<file path="config.mk">
export PLATFORM = sky130hd
export DESIGN_NAME = floo_dma_req_serializer_flat
export DESIGN_NICKNAME = d
export VERILOG_FILES = /design/src/rtl/floo_dma_req_serializer_if.sv /design/src/rtl/floo_dma_req_serializer.sv /design/src/flat_wrapper.sv
export SDC_FILE = /design/constraint.sdc
export NUM_CORES = 1
export LEC_CHECK = 0
export CAP_MARGIN = 20
export CORE_MARGIN = 2
export CORE_UTILIZATION = 26
export DETAILED_ROUTE_END_ITERATION = 8
export PLACE_DENSITY = 0.51
export SLEW_MARGIN = 20
export SYNTH_ARGS = -nofsm -noshare
export SYNTH_HDL_FRONTEND = slang
export SYNTH_SLANG_ARGS = --single-unit
</file>
<file path="constraint.sdc">
create_clock -name clk_i -period 2.85 [get_ports clk_i]
set_input_delay 0.4275 -clock clk_i [delete_from_list [all_inputs] [get_ports clk_i]]
set_output_delay 0.4275 -clock clk_i [all_outputs]
set_load 0.02 [all_outputs]
</file>
<file path="src/rtl/floo_dma_req_serializer_if.sv">
`default_nettype none
// ============================================================================
// Module   : floo_dma_req_serializer_if
// Brief    : Wide-request / narrow-flit / response bundle of the DMA serializer.
// Revision : 1.0
// ============================================================================
interface floo_dma_req_serializer_if #(
  parameter int unsigned NUM_WORDS       = 4,
  parameter int unsigned DATA_WIDTH      = 32,
  parameter int unsigned ADDR_WIDTH      = 18,
  parameter int unsigned META_WIDTH      = 8,
  parameter int unsigned MAX_OUTSTANDING = 4
);
  localparam int unsigned c_BE_W  = DATA_WIDTH / 8;
  localparam int unsigned c_CNT_W = $clog2(MAX_OUTSTANDING) + 1;

  logic                            req_valid_i;
  logic                            req_ready_o;
  logic                            req_wen_i;
  logic [NUM_WORDS*c_BE_W-1:0]     req_be_i;
  logic [NUM_WORDS*DATA_WIDTH-1:0] req_data_i;
  logic [ADDR_WIDTH-1:0]           req_addr_i;
  logic [META_WIDTH-1:0]           req_meta_i;

  logic                            flit_valid_o;
  logic                            flit_ready_i;
  logic                            flit_wen_o;
  logic [c_BE_W-1:0]               flit_be_o;
  logic [DATA_WIDTH-1:0]           flit_data_o;
  logic [ADDR_WIDTH-1:0]           flit_addr_o;
  logic [META_WIDTH-1:0]           flit_meta_o;
  logic                            flit_last_o;

  logic                            rsp_valid_i;
  logic                            rsp_ready_o;
  logic [DATA_WIDTH-1:0]           rsp_data_i;

  logic                            wrsp_valid_o;
  logic                            wrsp_ready_i;
  logic [NUM_WORDS*DATA_WIDTH-1:0] wrsp_data_o;
  logic [NUM_WORDS-1:0]            wrsp_strb_o;
  logic [c_CNT_W-1:0]              outstanding_o;

  modport slave (
    input  req_valid_i, req_wen_i, req_be_i, req_data_i, req_addr_i, req_meta_i,
    output req_ready_o,
    output flit_valid_o, flit_wen_o, flit_be_o, flit_data_o, flit_addr_o,
           flit_meta_o, flit_last_o,
    input  flit_ready_i,
    input  rsp_valid_i, rsp_data_i,
    output rsp_ready_o,
    output wrsp_valid_o, wrsp_data_o, wrsp_strb_o, outstanding_o,
    input  wrsp_ready_i
  );

  modport master (
    output req_valid_i, req_wen_i, req_be_i, req_data_i, req_addr_i, req_meta_i,
    input  req_ready_o,
    input  flit_valid_o, flit_wen_o, flit_be_o, flit_data_o, flit_addr_o,
           flit_meta_o, flit_last_o,
    output flit_ready_i,
    output rsp_valid_i, rsp_data_i,
    input  rsp_ready_o,
    input  wrsp_valid_o, wrsp_data_o, wrsp_strb_o, outstanding_o,
    output wrsp_ready_i
  );
endinterface
`default_nettype wire

</file>
<file path="src/rtl/floo_dma_req_serializer.sv">
`default_nettype none
// ============================================================================
// Module   : floo_dma_req_serializer
// Brief    : Splits a wide DMA request into word flits and reassembles reads.
// Revision : 1.0
// ============================================================================
module floo_dma_req_serializer #(
  parameter int unsigned NUM_WORDS       = 4,
  parameter int unsigned DATA_WIDTH      = 32,
  parameter int unsigned ADDR_WIDTH      = 18,
  parameter int unsigned META_WIDTH      = 8,
  parameter int unsigned SKIP_EMPTY      = 1,
  parameter int unsigned MAX_OUTSTANDING = 4
) (
  input  logic                     clk_i,
  input  logic                     rst_i,
  floo_dma_req_serializer_if.slave bus
);
  localparam int unsigned c_BE_W  = DATA_WIDTH / 8;
  localparam int unsigned c_IDX_W = $clog2(NUM_WORDS);
  localparam int unsigned c_PTR_W = (MAX_OUTSTANDING > 1) ? $clog2(MAX_OUTSTANDING) : 1;
  localparam int unsigned c_CNT_W = $clog2(MAX_OUTSTANDING) + 1;

  localparam logic [0:0] c_IDLE = 1'b0;
  localparam logic [0:0] c_SEND = 1'b1;

  logic [0:0]                      state_q, state_d;
  logic                            req_wen_q;
  logic [NUM_WORDS*c_BE_W-1:0]     req_be_q;
  logic [NUM_WORDS*DATA_WIDTH-1:0] req_data_q;
  logic [ADDR_WIDTH-1:0]           req_addr_q;
  logic [META_WIDTH-1:0]           req_meta_q;
  logic [NUM_WORDS-1:0]            mask_q;

  logic [NUM_WORDS-1:0]            w_new_mask, w_rest;
  logic [c_IDX_W-1:0]              w_idx;
  logic                            w_is_last, w_flit_hs, w_last_hs, w_accept;

  logic [NUM_WORDS-1:0]            fifo_q [MAX_OUTSTANDING];
  logic [c_PTR_W-1:0]              wr_ptr_q, rd_ptr_q;
  logic [c_CNT_W-1:0]              cnt_q;
  logic                            w_full, w_empty, w_push, w_pop;
  logic [NUM_WORDS-1:0]            w_head;

  logic [NUM_WORDS-1:0]            filled_q;
  logic [NUM_WORDS*DATA_WIDTH-1:0] wdata_q;
  logic                            wrsp_valid_q;
  logic [NUM_WORDS-1:0]            w_todo, w_fill_next;
  logic [c_IDX_W-1:0]              w_widx;
  logic                            w_rsp_hs;

  function automatic logic [c_PTR_W-1:0] ptr_inc(input logic [c_PTR_W-1:0] p);
    return (p == c_PTR_W'(MAX_OUTSTANDING - 1)) ? '0 : p + c_PTR_W'(1);
  endfunction

  // An all-empty request still emits word 0 so the burst is never silent.
  always_comb begin
    w_new_mask = '0;
    for (int k = 0; k < NUM_WORDS; k++) begin
      w_new_mask[k] = (SKIP_EMPTY == 0) || (bus.req_be_i[k*c_BE_W +: c_BE_W] != '0);
    end
    if (w_new_mask == '0) w_new_mask[0] = 1'b1;
  end

  always_comb begin
    w_idx = '0;
    for (int k = NUM_WORDS - 1; k >= 0; k--) begin
      if (mask_q[k]) w_idx = c_IDX_W'(k);
    end
  end

  assign w_rest    = mask_q & ~(NUM_WORDS'(1) << w_idx);
  assign w_is_last = (w_rest == '0);
  assign w_flit_hs = (state_q == c_SEND) && bus.flit_ready_i;
  assign w_last_hs = w_flit_hs && w_is_last;

  assign w_full  = (cnt_q == c_CNT_W'(MAX_OUTSTANDING));
  assign w_empty = (cnt_q == '0);

  // Full check uses the registered count: a same-cycle pop does not free a slot.
  assign bus.req_ready_o = ((state_q == c_IDLE) || w_last_hs) && (bus.req_wen_i || !w_full);
  assign w_accept        = bus.req_valid_i && bus.req_ready_o;
  assign w_push          = w_accept && !bus.req_wen_i;
  assign w_pop           = wrsp_valid_q && bus.wrsp_ready_i;

  always_ff @(posedge clk_i) begin
    if (rst_i) state_q <= c_IDLE;
    else       state_q <= state_d;
  end

  always_comb begin
    state_d = state_q;
    case (state_q)
      c_IDLE:  if (w_accept) state_d = c_SEND;
      c_SEND:  if (w_last_hs) state_d = w_accept ? c_SEND : c_IDLE;
      default: state_d = c_IDLE;
    endcase
  end

  always_comb begin
    bus.flit_valid_o = (state_q == c_SEND);
    bus.flit_wen_o   = req_wen_q;
    bus.flit_be_o    = req_be_q[w_idx*c_BE_W +: c_BE_W];
    bus.flit_data_o  = req_data_q[w_idx*DATA_WIDTH +: DATA_WIDTH];
    bus.flit_addr_o  = req_addr_q + ADDR_WIDTH'(w_idx);
    bus.flit_meta_o  = req_meta_q;
    bus.flit_last_o  = w_is_last;
  end

  always_ff @(posedge clk_i) begin
    if (rst_i) begin
      mask_q     <= '0;
      req_wen_q  <= 1'b0;
      req_be_q   <= '0;
      req_data_q <= '0;
      req_addr_q <= '0;
      req_meta_q <= '0;
    end else if (w_accept) begin
      mask_q     <= w_new_mask;
      req_wen_q  <= bus.req_wen_i;
      req_be_q   <= bus.req_be_i;
      req_data_q <= bus.req_data_i;
      req_addr_q <= bus.req_addr_i;
      req_meta_q <= bus.req_meta_i;
    end else if (w_flit_hs) begin
      mask_q <= w_rest;
    end
  end

  always_ff @(posedge clk_i) begin
    if (rst_i) begin
      wr_ptr_q <= '0;
      rd_ptr_q <= '0;
      cnt_q    <= '0;
    end else begin
      if (w_push) begin
        fifo_q[wr_ptr_q] <= w_new_mask;
        wr_ptr_q         <= ptr_inc(wr_ptr_q);
      end
      if (w_pop) rd_ptr_q <= ptr_inc(rd_ptr_q);
      case ({w_push, w_pop})
        2'b10:   cnt_q <= cnt_q + c_CNT_W'(1);
        2'b01:   cnt_q <= cnt_q - c_CNT_W'(1);
        default: cnt_q <= cnt_q;
      endcase
    end
  end

  assign w_head = fifo_q[rd_ptr_q];
  assign w_todo = w_head & ~filled_q;

  always_comb begin
    w_widx = '0;
    for (int k = NUM_WORDS - 1; k >= 0; k--) begin
      if (w_todo[k]) w_widx = c_IDX_W'(k);
    end
  end

  assign w_fill_next     = filled_q | (NUM_WORDS'(1) << w_widx);
  assign bus.rsp_ready_o = !w_empty && !wrsp_valid_q;
  assign w_rsp_hs        = bus.rsp_ready_o && bus.rsp_valid_i;

  always_ff @(posedge clk_i) begin
    if (rst_i || w_pop) begin
      filled_q     <= '0;
      wdata_q      <= '0;
      wrsp_valid_q <= 1'b0;
    end else if (w_rsp_hs) begin
      wdata_q[w_widx*DATA_WIDTH +: DATA_WIDTH] <= bus.rsp_data_i;
      filled_q                                 <= w_fill_next;
      if (w_fill_next == w_head) wrsp_valid_q <= 1'b1;
    end
  end

  assign bus.wrsp_valid_o  = wrsp_valid_q;
  assign bus.wrsp_data_o   = wdata_q;
  assign bus.wrsp_strb_o   = w_empty ? '0 : w_head;
  assign bus.outstanding_o = cnt_q;
endmodule
`default_nettype wire

</file>
<file path="src/flat_wrapper.sv">
// flat-port wrapper written by rule: the top's interface ports become plain ports
module floo_dma_req_serializer_flat 
#(
  parameter int unsigned NUM_WORDS       = 4,
  parameter int unsigned DATA_WIDTH      = 32,
  parameter int unsigned ADDR_WIDTH      = 18,
  parameter int unsigned META_WIDTH      = 8,
  parameter int unsigned SKIP_EMPTY      = 1,
  parameter int unsigned MAX_OUTSTANDING = 4
)
  (clk_i, rst_i, bus_req_valid_i, bus_req_wen_i, bus_req_be_i, bus_req_data_i, bus_req_addr_i, bus_req_meta_i, bus_req_ready_o, bus_flit_valid_o, bus_flit_wen_o, bus_flit_be_o, bus_flit_data_o, bus_flit_addr_o, bus_flit_meta_o, bus_flit_last_o, bus_flit_ready_i, bus_rsp_valid_i, bus_rsp_data_i, bus_rsp_ready_o, bus_wrsp_valid_o, bus_wrsp_data_o, bus_wrsp_strb_o, bus_outstanding_o, bus_wrsp_ready_i);
  floo_dma_req_serializer_if #(.NUM_WORDS(NUM_WORDS), .DATA_WIDTH(DATA_WIDTH), .ADDR_WIDTH(ADDR_WIDTH), .META_WIDTH(META_WIDTH), .MAX_OUTSTANDING(MAX_OUTSTANDING)) bus_i ();
  input  logic clk_i;
  input  logic rst_i;
  input wire logic [$bits(bus_i.req_valid_i)-1:0] bus_req_valid_i;
  input wire logic [$bits(bus_i.req_wen_i)-1:0] bus_req_wen_i;
  input wire logic [$bits(bus_i.req_be_i)-1:0] bus_req_be_i;
  input wire logic [$bits(bus_i.req_data_i)-1:0] bus_req_data_i;
  input wire logic [$bits(bus_i.req_addr_i)-1:0] bus_req_addr_i;
  input wire logic [$bits(bus_i.req_meta_i)-1:0] bus_req_meta_i;
  output wire logic [$bits(bus_i.req_ready_o)-1:0] bus_req_ready_o;
  output wire logic [$bits(bus_i.flit_valid_o)-1:0] bus_flit_valid_o;
  output wire logic [$bits(bus_i.flit_wen_o)-1:0] bus_flit_wen_o;
  output wire logic [$bits(bus_i.flit_be_o)-1:0] bus_flit_be_o;
  output wire logic [$bits(bus_i.flit_data_o)-1:0] bus_flit_data_o;
  output wire logic [$bits(bus_i.flit_addr_o)-1:0] bus_flit_addr_o;
  output wire logic [$bits(bus_i.flit_meta_o)-1:0] bus_flit_meta_o;
  output wire logic [$bits(bus_i.flit_last_o)-1:0] bus_flit_last_o;
  input wire logic [$bits(bus_i.flit_ready_i)-1:0] bus_flit_ready_i;
  input wire logic [$bits(bus_i.rsp_valid_i)-1:0] bus_rsp_valid_i;
  input wire logic [$bits(bus_i.rsp_data_i)-1:0] bus_rsp_data_i;
  output wire logic [$bits(bus_i.rsp_ready_o)-1:0] bus_rsp_ready_o;
  output wire logic [$bits(bus_i.wrsp_valid_o)-1:0] bus_wrsp_valid_o;
  output wire logic [$bits(bus_i.wrsp_data_o)-1:0] bus_wrsp_data_o;
  output wire logic [$bits(bus_i.wrsp_strb_o)-1:0] bus_wrsp_strb_o;
  output wire logic [$bits(bus_i.outstanding_o)-1:0] bus_outstanding_o;
  input wire logic [$bits(bus_i.wrsp_ready_i)-1:0] bus_wrsp_ready_i;
  assign bus_i.req_valid_i = bus_req_valid_i;
  assign bus_i.req_wen_i = bus_req_wen_i;
  assign bus_i.req_be_i = bus_req_be_i;
  assign bus_i.req_data_i = bus_req_data_i;
  assign bus_i.req_addr_i = bus_req_addr_i;
  assign bus_i.req_meta_i = bus_req_meta_i;
  assign bus_req_ready_o = bus_i.req_ready_o;
  assign bus_flit_valid_o = bus_i.flit_valid_o;
  assign bus_flit_wen_o = bus_i.flit_wen_o;
  assign bus_flit_be_o = bus_i.flit_be_o;
  assign bus_flit_data_o = bus_i.flit_data_o;
  assign bus_flit_addr_o = bus_i.flit_addr_o;
  assign bus_flit_meta_o = bus_i.flit_meta_o;
  assign bus_flit_last_o = bus_i.flit_last_o;
  assign bus_i.flit_ready_i = bus_flit_ready_i;
  assign bus_i.rsp_valid_i = bus_rsp_valid_i;
  assign bus_i.rsp_data_i = bus_rsp_data_i;
  assign bus_rsp_ready_o = bus_i.rsp_ready_o;
  assign bus_wrsp_valid_o = bus_i.wrsp_valid_o;
  assign bus_wrsp_data_o = bus_i.wrsp_data_o;
  assign bus_wrsp_strb_o = bus_i.wrsp_strb_o;
  assign bus_outstanding_o = bus_i.outstanding_o;
  assign bus_i.wrsp_ready_i = bus_wrsp_ready_i;
  floo_dma_req_serializer #(.NUM_WORDS(NUM_WORDS), .DATA_WIDTH(DATA_WIDTH), .ADDR_WIDTH(ADDR_WIDTH), .META_WIDTH(META_WIDTH), .SKIP_EMPTY(SKIP_EMPTY), .MAX_OUTSTANDING(MAX_OUTSTANDING)) u_core (.clk_i(clk_i), .rst_i(rst_i), .bus(bus_i));
endmodule
</file>
* Yosys cells after proc, flatten, opt, wreduce, memory -nomap -nowiden
Memories as Yosys holds them, arrays and structs flattened. A register that Yosys moved wholly into a read port is not among the register bits.
Cells that the tools add are included.
** Cells by class
- Add/sub/neg operators :: 6
- Equality and inequality tests :: 6
- Shift operators :: 6
- Multiplexer cells :: 24
- Bitwise gates (word level) :: 6
- Reduce and logical (&&, ||, !) cells :: 25
** Operators with widths (number)
- 128-bit bitwise mux :: 1
- 32-bit by 34-bit variable shift with 128-bit output, first input constant :: 1
- 128-bit by 8-bit indexed part select with 32-bit output :: 1
- 32-bit by 34-bit indexed part select with 128-bit output :: 1
- 7-bit negation with 34-bit output :: 1
- 2-bit 2-to-1 mux :: 12
- 18-bit by 2-bit adder with 18-bit output :: 1
- 4-bit nonzero test :: 4
- 16-bit by 5-bit indexed part select with 4-bit output :: 1
- 4-bit 2-to-1 mux :: 3
- 4-bit bitwise AND :: 2
- 1-bit logical AND :: 8
- 4-bit logical NOT :: 2
- 4-bit NOT :: 2
- 1-bit by 2-bit left shift with 4-bit output, first input constant :: 2
- 2-bit equality test, second input constant :: 3
- 1-bit 2-to-1 mux :: 6
- 3-bit one-hot mux with 2 select lines :: 1
- 2-bit by 1-bit adder with 2-bit output, second input constant :: 2
- 4-bit equality test :: 1
- 1-bit logical NOT :: 4
- 4-bit OR :: 1
- 2-bit nonzero test :: 2
- 3-bit by 1-bit adder with 3-bit output, second input constant :: 1
- 8 further kinds :: 10
** Word-level totals
- Bits in registers :: 316
- Memory bits (writable) :: 16
- Input port bits :: 209
- Output and inout bits :: 203
- Word-level logic and storage cells :: 87
- Memories kept :: 1
** Memories
- u_core.fifo_q :: words 4, bits a word 4, rd ports 1, clocked after Yosys merged registers in 1, write ports 1, RTL line floo_dma_req_serializer.sv:39 : logic [NUM_WORDS-1:0] fifo_q [MAX_OUTSTANDING];

* Depth between registers and ports, before layout
Gate-level depths: netlist of the first run.
- Depth in word-level cells :: 16
- Gate-level depth with buffers :: 14
- Gate-level depth less buffers :: 9

* Worst setup path before layout of the first run
OpenSTA, ideal clock, no wires.
- Kind :: flip-flop to flip-flop
- Start point :: reg (tool-made name)
- End point :: reg u_core.wdata_q[12] (netlist: u_core.bus.wrsp_data_o[12])
- Library setup time :: 0.074 ns
- Arrival :: 2.888 ns
- Path slack :: -0.112 ns
- Cell stages (with the launch flop) :: 14
- Buffers on the path :: 5
- Cells stage by stage :: dfxtp_1 -> buf_4 -> mux4_2 -> nand2b_1 -> buf_4 -> clkbuf_1 -> nand3_1 -> ha_1 -> nor2_1 -> and2_1 -> clkbuf_1 -> clkbuf_1 -> nand3_1 -> a31oi_1
** RTL lines
- end signal: indexed assignment :: RTL line floo_dma_req_serializer.sv:169 : wdata_q[w_widx*DATA_WIDTH +: DATA_WIDTH] <= bus.rsp_data_i;
- end: declaration :: RTL line floo_dma_req_serializer.sv:46 : logic [NUM_WORDS*DATA_WIDTH-1:0] wdata_q;

* Worst setup path in the final report of the first run
- Start point :: reg u_core.mask_q[2]
- End point :: out bus_flit_addr_o[10]
** On the way
- Word-level cells in the longest chain between the ends :: 4
** RTL lines
- start: declaration :: RTL line floo_dma_req_serializer.sv:33 : logic [NUM_WORDS-1:0] mask_q;
- start signal: assignment :: RTL line floo_dma_req_serializer.sv:119 : mask_q <= w_new_mask;
- start signal: assignment :: RTL line floo_dma_req_serializer.sv:126 : mask_q <= w_rest;
- 2-bit 2-to-1 mux (3 in series) :: RTL line floo_dma_req_serializer.sv:68 : if (mask_q[k]) w_idx = c_IDX_W'(k);
- 18-bit by 2-bit adder with 18-bit output :: RTL line floo_dma_req_serializer.sv:105 : bus.flit_addr_o = req_addr_q + ADDR_WIDTH'(w_idx);
- end: declaration :: RTL line flat_wrapper.sv:26 : output wire logic [$bits(bus_i.flit_addr_o)-1:0] bus_flit_addr_o;
No other way between the ends.

==> results of run 1 <==
-- worst max-delay path by stage --
| stage | endpoint | depth (start not counted) |
|---|---|---|
| after floorplan | u_core.bus.outstanding_o[2]$_SDFFE_PP0P_ | 11 |
| after global placement | bus_flit_data_o[16] | 9 |
| after detailed placement | bus_flit_data_o[16] | 9 |
| after CTS | bus_flit_addr_o[17] | 10 |
| after global routing | bus_flit_addr_o[17] | 10 |
| final | bus_flit_addr_o[10] | 10 |
-- Yosys cell counts, types with 2 or more instances --
master / n
sky130_fd_sc_hd__a21o_1: 3
sky130_fd_sc_hd__a21oi_1: 184
sky130_fd_sc_hd__a22oi_1: 36
sky130_fd_sc_hd__a31oi_1: 36
sky130_fd_sc_hd__and2_1: 6
sky130_fd_sc_hd__and3_1: 4
sky130_fd_sc_hd__and4_1: 2
sky130_fd_sc_hd__buf_1: 5
sky130_fd_sc_hd__buf_2: 65
sky130_fd_sc_hd__buf_4: 4
sky130_fd_sc_hd__clkbuf_1: 133
sky130_fd_sc_hd__dfxtp_1: 318
sky130_fd_sc_hd__edfxtp_1: 16
sky130_fd_sc_hd__fa_1: 2
sky130_fd_sc_hd__ha_1: 15
sky130_fd_sc_hd__inv_1: 12
sky130_fd_sc_hd__mux2_2: 2
sky130_fd_sc_hd__mux2i_1: 39
sky130_fd_sc_hd__mux4_2: 3
sky130_fd_sc_hd__nand2_1: 139
sky130_fd_sc_hd__nand2b_1: 6
sky130_fd_sc_hd__nand3_1: 249
sky130_fd_sc_hd__nand4_1: 100
sky130_fd_sc_hd__nor2_1: 23
sky130_fd_sc_hd__nor2b_1: 36
sky130_fd_sc_hd__nor3_1: 8
sky130_fd_sc_hd__nor3b_1: 5
sky130_fd_sc_hd__o2111ai_1: 32
sky130_fd_sc_hd__o211ai_1: 33
sky130_fd_sc_hd__o21a_1: 2
sky130_fd_sc_hd__o21ai_0: 246
sky130_fd_sc_hd__o21ai_1: 31
sky130_fd_sc_hd__o311ai_0: 2
sky130_fd_sc_hd__o31ai_1: 2
sky130_fd_sc_hd__or2_2: 2
sky130_fd_sc_hd__or3_1: 5
sky130_fd_sc_hd__or4_1: 3
sky130_fd_sc_hd__xnor2_1: 9
sky130_fd_sc_hd__xor2_1: 13
-- sequential cells by signal (all words and copies together) (netlist names), 3 cells and up, named ones only --
signal	flops
u_core.bus.outstanding_o	3
u_core.req_be_q	16
u_core.req_addr_q	18
u_core.mask_q	4
u_core.bus.flit_meta_o	8
u_core.filled_q	4
u_core.fifo_q	16
u_core.bus.wrsp_data_o	128
u_core.req_data_q	128
-- power by group --
| part | total (mW) | internal (mW) | switching, mW |
|---|---|---|---|
| Clock | 5.02 | 2.95 | 2.07 |
| Sequential | 5.01 | 4.89 | 0.124 |
| Combinational | 2.12 | 0.924 | 1.20 |
-- routing by layer --
| layer | global-route usage (%) | vias to the layer above | wire length, um |
|---|---|---|---|
| li1 | - | 7498 | - |
| met1 | 24.9 | 7650 | 26200 |
| met2 | 32.2 | 538 | 30100 |
| met3 | 6.01 | 98 | 5060 |
| met4 | 5.45 | 18 | 1520 |
| met5 | 0 | - | 115 |
-- layout make-up --
class | instances | share of cell area (%)
timing repair buffer | 527 | 23.7
antenna | 2 | 0.0224
tap | 765 | 4.29
inverter | 12 | 0.202
clock inverter | 9 | 0.224
sequential | 334 | 30.7
clock buffer | 61 | 5.48
multi-input combinational | 1292 | 35.4
-- critical path, delay by kind of cell (launching register included) --
kind	cells	cell delay, ns
flops	1	0.33
simple gates	3	0.41
buf+inv	3	0.32
xor+xnor	1	0.13
fa+ha+maj	2	0.58
compound gates	1	0.17
-- what timing repair did --
| action | CTS | global route |
|---|---|---|
| hold buffers | 0 | 0 |
| pin swaps | 5 | 15 |
| endpoints found under the hold margin | 0 | 0 |
| setup buffers | 11 | 10 |
| cloned | 2 | 5 |
| gates resized for setup | 308 | 108 |
| setup endpoints to repair | 89 | 134 |
-- cell families (layout without fill, tap and decap cells) --
group	after synthesis	after routing	synth area share, %
compound gates	616	616	22.9
flops	334	334	45.1
simple gates	592	592	19.9
fa+ha+maj	18	18	1.57
xor+xnor	22	22	1.27
mux	44	44	3.17
other cells	0	2	0
buf+inv	219	609	6.05
==> impl_metrics.py, run 1 <==
metrics = {
    "floorplan": {
        "core.rowCount": 88,
        "die_width_um": 246,
        "die-area_um2": 60300,
        "initial_utilization_pct": 26.3,
        "core_um2": 57700,
        "io_pins": 412,
        "chip_height_um": 246,
    },
    "timing": {
        "slew_headroom_pct": 31.4,
        "finClkSkew_ns": 0.0183,
        "rsz_0062_raised_after_global_routing": "true",
        "fin_hold_ws_ns": 0.124,
        "maxClockFrequency_mhz": 341,
        "setup-violations-final": 7,
        "setup_slack_ns": -0.0831,
        "timing.final.max_slew_violations": 0,
        "final_clock_period_utilization_by_the_worst_path_pct": 103,
        "report.final.hold_viol_count": 0,
        "tns_ns": -0.295,
        "worst_pin_slew_ns": 1.03,
        "period_minus_slack_ns": 2.93,
    },
    "critical_path": {
        "worst_path_largest_cell_delay_ns": 0.39,
        "required_ns": 2.42,
        "worst-r2r-setup-slack_ns": 0.16,
        "path_common_cell": "sky130_fd_sc_hd__buf_4",
        "crit_fanout": 4,
        "r2r_cells": 12,
        "rr_endpoint": "u_core.bus.wrsp_data_o[81]$_SDFFE_PP0P_",
        "worst_path_max_delay_cell": "sky130_fd_sc_hd__fa_2",
        "setup.worst_path.start": "u_core.mask_q[2]$_SDFFE_PP0P_",
        "critPathArrivalTime_ns": 2.51,
        "crit_path_start_kind": "register",
        "timing_worst_setup_path_type": "reg -> out",
        "critical_path.endpoint_type": "output port",
        "cp_cell_sequence": "inv_2, buf_4, a21oi_2, nor2_2, ha_2, fa_2, and3_4, nand4_1, xnor2_1, buf_4",
    },
    "finish": {
        "flow.area_growth_from_synthesis_pct": 47.2,
        "drive_above_1_share_pct": 14.3,
        "filler_cell_count": 5886,
        "design_area_um2": 22300,
        "most_common_cell_after_layout_fill_and_taps_aside": "sky130_fd_sc_hd__clkdlybuf4s50_1",
        "layout.core_utilization_pct": 38.7,
        "register_area_um2": 6860,
        "finish.cell_count_without_fillers": 3002,
        "multi_input_area_um2": 7900,
        "layout.nets": 2434,
        "most-common-layout-cells": "sky130_fd_sc_hd__clkdlybuf4s50_1, sky130_fd_sc_hd__dfxtp_1, sky130_fd_sc_hd__nand3_1",
    },
    "run_status": {
        "run_status": "finished with violations",
        "violated_checks": "negative setup slack",
    },
    "yosys": {
        "synth_top_flop_cell": "sky130_fd_sc_hd__dfxtp_1",
        "postSynthCellCount": 1845,
        "ys_async_sr_fraction_pct": 0,
        "netlist-cell-type-count": 53,
        "syn-cell-area_um2": 15200,
        "synth.net_count": 2071,
        "average_cell_area_after_synthesis_um2": 8.22,
        "synth.area.top_cells": "sky130_fd_sc_hd__dfxtp_1, sky130_fd_sc_hd__nand3_1, sky130_fd_sc_hd__o21ai_0",
        "synth_top_area_share_pct": 42.0,
        "synth_largest_area_cell": "sky130_fd_sc_hd__dfxtp_1",
        "register_area_share_after_synthesis_pct": 45.1,
        "synth_enable_flop_cells": 16,
        "postSynthRegisterBits": 334,
        "synth_warnings": 0,
    },
    "clock_network": {
        "cts_tree": "yes",
        "cts-htree-levels": 2,
        "worstSkewPairLatency_ns": 0.56,
        "sinks_on_the_clock_net": 334,
        "clk_root_buffer_cell": "sky130_fd_sc_hd__clkbuf_16",
        "cts.reportedPaths.clkPinSlew_ns": 0.06,
        "max-clock-path-buffers": 3,
        "cts-buffers-inserted": 41,
    },
    "placed_design": {
        "gp_routability_congestion": 0.846,
        "dpl_cell_area_um2": 20500,
        "dp_hpwl_um": 41400,
        "placed_instance_count": 2905,
        "pre_cts_worst_setup_slack_ns": -0.172,
        "io_buffer_count": 411,
    },
    "detailed_routing": {
        "route.antenna.remaining_nets": 0,
        "totalWireLength_um": 62900,
        "drt-vias-per-instance": 5.26,
        "wire_per_inst_um": 21.0,
        "via_count": 15800,
        "detailedRoute.firstPassIterationCount": 5,
        "drt_iter0_drc": 929,
        "remaining_drc_errors": 0,
    },
    "global_route": {
        "antenna_violations_before_repair": 11,
        "grt_max_degree": 177,
        "grt_pass1_wl_um": 93700,
        "globalRouteTotalUtil_pct": 19.7,
        "grt-ovfl-total": 0,
        "first_global_vias": 15400,
    },
    "flow_run": {
        "maxCapViolCount": 0,
    },
    "worst_hold_path": {
        "hold_path_end": "u_core.wr_ptr_q[1]$_SDFFE_PP0P_",
        "timing.hold.worst_path_depth": 2,
        "hold_path.class": "in -> reg",
        "min_from": "rst_i",
    },
    "pwr": {
        "power_mw": 12.2,
        "total_leakage_power_nw": 7.56,
        "power_per_cell_area_nw_per_um2": 544,
        "worst_ir_drop_vdd_v": 0.000394,
    },
}
(Power assumes the default switching activity.)
==> inputs of run 2 (changes only) <==
==> constraint.sdc (replaced) <==
create_clock -name clk_i -period 2.85 [get_ports clk_i]
set_input_delay 0.855 -clock clk_i [delete_from_list [all_inputs] [get_ports clk_i]]
set_output_delay 0.855 -clock clk_i [all_outputs]
set_load 0.02 [all_outputs]
==> run 2 against run 1 <==
Net effect: the flow still finishes with violations (negative setup slack); maximum frequency decreased by 13%; design area increased by 4.0%; cell count increased by 1.6%; combinational power increased by 6%; worst hold slack improved by 0.32 ns; sequential share of layout area decreased by 1.2 points; clock power increased by 6.4%; non-clock buffer count increased by 39; global-route usage increased by 1.2 points; sequential power about the same; clock skew increased by 0.0051 ns.
==> impl_metrics.py, run 2 (same netlist as run 1, synthesis figures left out) <==
metrics = {
    "finish": {
        "most_common_cell_after_layout_fill_and_taps_aside": "sky130_fd_sc_hd__clkdlybuf4s50_1",
        "finish.cell_count_without_fillers": 3051,
        "filler_cell_count": 5823,
        "most-common-layout-cells": "sky130_fd_sc_hd__clkdlybuf4s50_1, sky130_fd_sc_hd__dfxtp_1, sky130_fd_sc_hd__nand3_1",
        "drive_above_1_share_pct": 17.4,
        "layout.core_utilization_pct": 40.2,
        "layout.nets": 2474,
        "flow.area_growth_from_synthesis_pct": 53.0,
    },
    "worst_hold_path": {
        "min_from": "u_core.bus.wrsp_data_o[98]$_SDFFE_PP0P_",
        "hold_path.class": "reg -> reg",
    },
    "timing": {
        "finClkSkew_ns": 0.0234,
        "tns_ns": -19.33,
        "slew_headroom_pct": 34.1,
        "setup_slack_ns": -0.507,
        "period_minus_slack_ns": 3.36,
        "setup-violations-final": 54,
        "rsz_0062_raised_after_global_routing": "true",
        "fin_hold_ws_ns": 0.445,
        "maxClockFrequency_mhz": 298,
        "final_clock_period_utilization_by_the_worst_path_pct": 118,
        "report.final.hold_viol_count": 0,
        "timing.final.max_slew_violations": 0,
        "worst_pin_slew_ns": 0.988,
    },
    "placed_design": {
        "gp_routability_congestion": 0.850,
        "dp_hpwl_um": 45000,
        "io_buffer_count": 411,
        "placed_instance_count": 2921,
    },
    "clock_network": {
        "postCtsHoldBufs": 0,
        "worstSkewPairLatency_ns": 0.57,
        "cts_tree": "yes",
        "max-clock-path-buffers": 3,
        "clk_root_buffer_cell": "sky130_fd_sc_hd__clkbuf_16",
        "cts-buffers-inserted": 42,
        "cts-htree-levels": 2,
        "cts.reportedPaths.clkPinSlew_ns": 0.06,
        "sinks_on_the_clock_net": 334,
    },
    "critical_path": {
        "worst_path_largest_cell_delay_ns": 0.34,
        "worst_path_max_delay_cell": "sky130_fd_sc_hd__dfxtp_2",
        "required_ns": 2.00,
        "path_common_cell": "sky130_fd_sc_hd__buf_6",
        "critical_path.endpoint_type": "output port",
        "critPathTopFamily": "buffers and inverters",
        "critPathBufInv": 4,
        "critPathArrivalTime_ns": 2.50,
        "timing_worst_setup_path_type": "reg -> out",
        "setup.worst_path.start": "u_core.mask_q[2]$_SDFFE_PP0P_",
        "crit_path_start_kind": "register",
        "crit_fanout": 7,
        "cp_cell_sequence": "inv_2, buf_6, a211oi_4, ha_2, a21o_1, nand3_4, buf_4, nor2_4, xor2_2, buf_6",
    },
    "global_route": {
        "grt-ovfl-total": 0,
        "global_route.usage.met2_pct": 34.5,
        "grt-busiest-layer": "met2",
        "globalRouteTotalUtil_pct": 20.8,
        "grt.met3_usage_pct": 6.26,
        "antenna_violations_before_repair": 19,
        "use_met1_pct": 26.1,
        "grt_pass1_wl_um": 97600,
        "first_global_vias": 15600,
        "grt_max_degree": 182,
    },
    "detailed_routing": {
        "drt_iter0_drc": 1272,
        "via_count": 16100,
        "remaining_drc_errors": 0,
        "wire_per_inst_um": 21.7,
        "drt-vias-per-instance": 5.28,
        "totalWireLength_um": 66100,
        "route.antenna.remaining_nets": 0,
        "detailedRoute.firstPassIterationCount": 8,
    },
    "floorplan": {
        "core_um2": 57700,
        "io_pins": 412,
        "initial_utilization_pct": 26.3,
        "core.rowCount": 88,
        "chip_height_um": 246,
        "die-area_um2": 60300,
        "die_width_um": 246,
    },
    "run_status": {
        "violated_checks": "negative setup slack",
        "run_status": "finished with violations",
    },
    "pwr": {
        "power_mw": 12.6,
        "total_leakage_power_nw": 7.93,
        "worst_ir_drop_vdd_v": 0.000411,
        "power_per_cell_area_nw_per_um2": 543,
    },
    "flow_run": {
        "maxCapViolCount": 0,
    },
}
==> run 2: changes by cell type in the layout (fill, tap and decap cells not counted), sizes merged, moves of 3 or more <==
cell           change
clkdlybuf4s15      +4
clkdlybuf4s50      -6
buf               +41
diode              +3
==> run 2: where the power goes <==
group | internal, mW | switching [mW]
registers | 4.89 | 0.132
logic | 1.01 | 1.24
clock network | 3.15 | 2.18
==> run 2: worst paths after layout <==
check | endpoint | slack [ns] | depth (start not counted)
worst max-delay path | bus_flit_addr_o[7] | -0.51 | 10
worst min-delay path | u_core.bus.wrsp_data_o[98]$_SDFFE_PP0P_ | 0.44 | 2
worst max register to register | u_core.bus.wrsp_valid_o$_SDFFE_PP0P_ | 0.11 | 10
worst min register to register | u_core.bus.wrsp_data_o[98]$_SDFFE_PP0P_ | 0.44 | 2
==> run 2: routing by layer <==
layer  vias up  wire [um]
li1       7578          -
met1      7783      27100
met2       612      31400
met3       119       5560
met4        26       1860
met5         -        184
==> run 2: metrics by stage <==
step	setup WS, ns	instance area, um2
floorplan	-0.160	15300
global placement	-0.509	20700
detailed placement	-0.523	20700
CTS	-0.503	22800
global route	-0.597	23200
finish	-0.507	23200
==> run 2: cell type report <==
| class | count | area, um2 | area share [%] |
|---|---|---|---|
| Antenna cell | 5 | 12.5 | 0.0539 |
| Clock buffer | 65 | 1230 | 5.29 |
| Clock inverter | 12 | 135 | 0.582 |
| Inverter | 12 | 45.0 | 0.194 |
| Multi-Input combinational cell | 1292 | 8180 | 35.2 |
| Sequential cell | 334 | 6860 | 29.5 |
| Tap cell | 765 | 957 | 4.12 |
| Timing Repair Buffer | 566 | 5800 | 25.0 |
==> run 2: worst register-to-register path, cell delays in order, from the launching register on <==
cell,delay [ns]
sky130_fd_sc_hd__dfxtp_4,0.38
sky130_fd_sc_hd__mux4_2,0.55
sky130_fd_sc_hd__buf_4,0.17
sky130_fd_sc_hd__nand2b_2,0.13
sky130_fd_sc_hd__nand2b_4,0.08
sky130_fd_sc_hd__and3_4,0.20
sky130_fd_sc_hd__ha_2,0.20
sky130_fd_sc_hd__or2_2,0.30
sky130_fd_sc_hd__a221oi_2,0.22
sky130_fd_sc_hd__a31oi_1,0.09
sky130_fd_sc_hd__o41ai_2,0.31
==> run 2: what timing repair did <==
item | in CTS | in global routing
buffers inserted | 29 | 14
gates resized for setup | 396 | 56
endpoints found under the hold margin | 0 | 0
setup endpoints to repair | 99 | 113
pin swaps | 21 | 15
gates cloned | 3 | 3
==> inputs of run 3 (changes only) <==
- CAP_MARGIN: 20 -> unset
- CELL_PAD_IN_SITES_DETAIL_PLACEMENT: unset -> 2
- CELL_PAD_IN_SITES_GLOBAL_PLACEMENT: unset -> 2
- CORE_UTILIZATION: 26 -> 25
- PLACE_DENSITY: 0.51 -> 0.77
==> run 3 against run 2 <==
Net effect: clock power grew 1%; cell count grew 1.2%; global-route usage grew 2.1 points; design area grew 0.95%; the flow still finishes with violations (negative setup slack); largest power group unchanged; routed wire length grew 17%; highest routed layer unchanged; maximum frequency shrank 3.7%; utilization shrank 1.3 points; via count grew 4.4%; largest cell class unchanged; first-iteration DRC count shrank 35%; non-clock buffer count grew 18; clock skew shrank 0.0020 ns.
==> impl_metrics.py, run 3 (same netlist as run 1, synthesis figures left out) <==
metrics = {
    "detailed_routing": {
        "via_count": 16800,
        "remaining_drc_errors": 0,
        "route.antenna.remaining_nets": 0,
        "totalWireLength_um": 77300,
        "drt-vias-per-instance": 5.45,
        "wire_per_inst_um": 25.1,
        "drt_iter0_drc": 824,
        "detailedRoute.firstPassIterationCount": 5,
    },
    "pwr": {
        "power_per_cell_area_nw_per_um2": 550,
        "total_leakage_power_nw": 8.08,
        "worst_ir_drop_vdd_v": 0.000476,
        "power_mw": 12.9,
    },
    "critical_path": {
        "worst_path_largest_cell_delay_ns": 0.36,
        "timing_worst_setup_path_type": "reg -> out",
        "cp_cell_sequence": "inv_2, a211oi_4, buf_6, buf_6, fa_2, nand3_4, nor3_4, xor2_1, buf_4",
        "required_ns": 2.00,
        "critPathArrivalTime_ns": 2.63,
        "worst-r2r-setup-slack_ns": -0.10,
        "crit_path_start_kind": "register",
        "worst_path_max_delay_cell": "sky130_fd_sc_hd__dfxtp_2",
        "crit_fanout": 3,
        "crit_cells": 9,
        "critical_path.endpoint_type": "output port",
        "critPathTopFamily": "buffers and inverters",
        "r2r_cells": 11,
        "timing.rr.start": "u_core.mask_q[2]$_SDFFE_PP0P_",
        "critPathBufInv": 4,
        "path_common_cell": "sky130_fd_sc_hd__buf_6",
        "rr_endpoint": "u_core.req_addr_q[11]$_SDFFE_PP0N_",
    },
    "run_status": {
        "violated_checks": "negative setup slack",
        "run_status": "finished with violations",
    },
    "global_route": {
        "grt_max_degree": 162,
        "grt_pass1_wl_um": 113000,
        "globalRouteTotalUtil_pct": 23.0,
        "grt-ovfl-total": 0,
        "first_global_vias": 18300,
        "antenna_violations_before_repair": 10,
    },
    "flow_run": {
        "maxCapViolCount": 0,
    },
    "clock_network": {
        "postCtsHoldBufs": 0,
        "cts.reportedPaths.clkPinSlew_ns": 0.07,
        "worstSkewPairLatency_ns": 0.58,
        "cts-buffers-inserted": 42,
        "sinks_on_the_clock_net": 334,
        "cts_tree": "yes",
        "cts-htree-levels": 2,
        "clk_root_buffer_cell": "sky130_fd_sc_hd__clkbuf_16",
        "max-clock-path-buffers": 3,
    },
    "timing": {
        "setup_slack_ns": -0.638,
        "period_minus_slack_ns": 3.49,
        "report.final.hold_viol_count": 0,
        "worst_pin_slew_ns": 0.894,
        "slew_headroom_pct": 40.4,
        "fin_hold_ws_ns": 0.451,
        "rsz_0062_raised_after_global_routing": "true",
        "final_clock_period_utilization_by_the_worst_path_pct": 122,
        "setup-violations-final": 57,
        "finClkSkew_ns": 0.0215,
        "maxClockFrequency_mhz": 287,
        "timing.final.max_slew_violations": 0,
    },
    "finish": {
        "filler_cell_count": 6605,
        "register_area_um2": 6860,
        "most_common_cell_after_layout_fill_and_taps_aside": "sky130_fd_sc_hd__clkdlybuf4s50_1",
        "drive_above_1_share_pct": 19.3,
        "layout.core_utilization_pct": 39.0,
        "multi_input_area_um2": 8250,
        "flow.area_growth_from_synthesis_pct": 54.5,
        "finish.cell_count_without_fillers": 3087,
        "layout.nets": 2492,
        "most-common-layout-cells": "sky130_fd_sc_hd__clkdlybuf4s50_1, sky130_fd_sc_hd__dfxtp_1, sky130_fd_sc_hd__nand3_1",
    },
    "placed_design": {
        "gp_routability_congestion": 0.879,
        "pre_cts_worst_setup_slack_ns": -0.594,
        "dp_hpwl_um": 49200,
        "placed_instance_count": 2963,
        "io_buffer_count": 411,
    },
    "floorplan": {
        "die_width_um": 250,
        "core.rowCount": 90,
        "initial_utilization_pct": 25.2,
        "core_um2": 60100,
        "die-area_um2": 62700,
        "chip_height_um": 250,
        "io_pins": 412,
    },
    "worst_hold_path": {
        "timing.hold.worst_path_depth": 2,
        "hold_path_end": "u_core.bus.wrsp_data_o[106]$_SDFFE_PP0P_",
        "hold_path.class": "reg -> reg",
        "min_from": "u_core.bus.wrsp_data_o[106]$_SDFFE_PP0P_",
    },
}
==> run 3: changes by cell type in the layout (fill, tap and decap cells not counted), moves of 8 or more <==
cell | previous run | this run
sky130_fd_sc_hd__buf_6 | 35 | 45
sky130_fd_sc_hd__buf_4 | 132 | 145
sky130_fd_sc_hd__a22oi_1 | 23 | 7
sky130_fd_sc_hd__a22oi_2 | 13 | 29
sky130_fd_sc_hd__clkbuf_1 | 15 | 7
==> run 3: final cells by class <==
class / count / area share (%)
clock inverters: 19 / 0.731
clock buffers: 59 / 5.18
repair buffers: 584 / 25.2
well taps: 782 / 4.17
inverters: 12 / 0.203
diodes: 5 / 0.0534
multi-input cells: 1292 / 35.2
flip-flops and latches: 334 / 29.3
==> run 3: timing repair <==
| item | CTS | global route |
|---|---|---|
| endpoints found under the setup margin | 130 | 115 |
| pin swaps | 26 | 21 |
| gates cloned | 2 | 3 |
| gates resized for setup | 438 | 100 |
| buffers inserted | 20 | 24 |
==> run 3: worst max path at each step <==
stage,from,to,slack (ns)
after CTS,u_core.mask_q[3]$_SDFFE_PP0P_,bus_flit_addr_o[10],-0.44
after detailed placement,bus_req_wen_i,u_core.bus.outstanding_o[2]$_SDFFE_PP0P_,-0.59
after global routing,u_core.mask_q[2]$_SDFFE_PP0P_,bus_flit_addr_o[14],-0.69
after floorplan,bus_req_wen_i,u_core.bus.outstanding_o[2]$_SDFFE_PP0P_,-0.16
after global placement,bus_req_wen_i,u_core.bus.outstanding_o[2]$_SDFFE_PP0P_,-0.53
final,u_core.mask_q[2]$_SDFFE_PP0P_,bus_flit_addr_o[14],-0.64
==> run 3: power breakdown <==
part	internal [mW]	leakage [nW]	switching [mW]
Clock	3.17	0.687	2.25
Combinational	1.07	4.64	1.36
Sequential	4.89	2.75	0.151
Total	9.13	8.08	3.76
==> run 3: through the flow <==
| stage | TNS, ns | area, um2 |
|---|---|---|
| 2_1_floorplan | -0.206 | 15300 |
| 3_3_place_gp | -38.04 | 20900 |
| 3_5_place_dp | -51.90 | 20900 |
| 4_1_cts | -16.55 | 22900 |
| 5_1_grt | -32.19 | 23400 |
| 6_report | -25.08 | 23400 |
==> run 3: per-layer routing <==
metal | track usage, % | vias to the layer above | wire length, um
li1 | - | 7617 | -
met1 | 26.3 | 8578 | 31000
met2 | 41.6 | 483 | 39100
met3 | 5.60 | 142 | 4640
met4 | 7.51 | 10 | 2600
met5 | 0 | - | 70
==> run 3: worst reg2reg max path, delay by kind of cell, from the launching register on <==
kind                       cells  cell delay, ns
adders and majority gates      1            0.33
DFF                            1            0.34
and+or+nand+nor                1            0.22
buffers and inverters          7            1.49
AOI/OAI and AO/OA              2            0.48
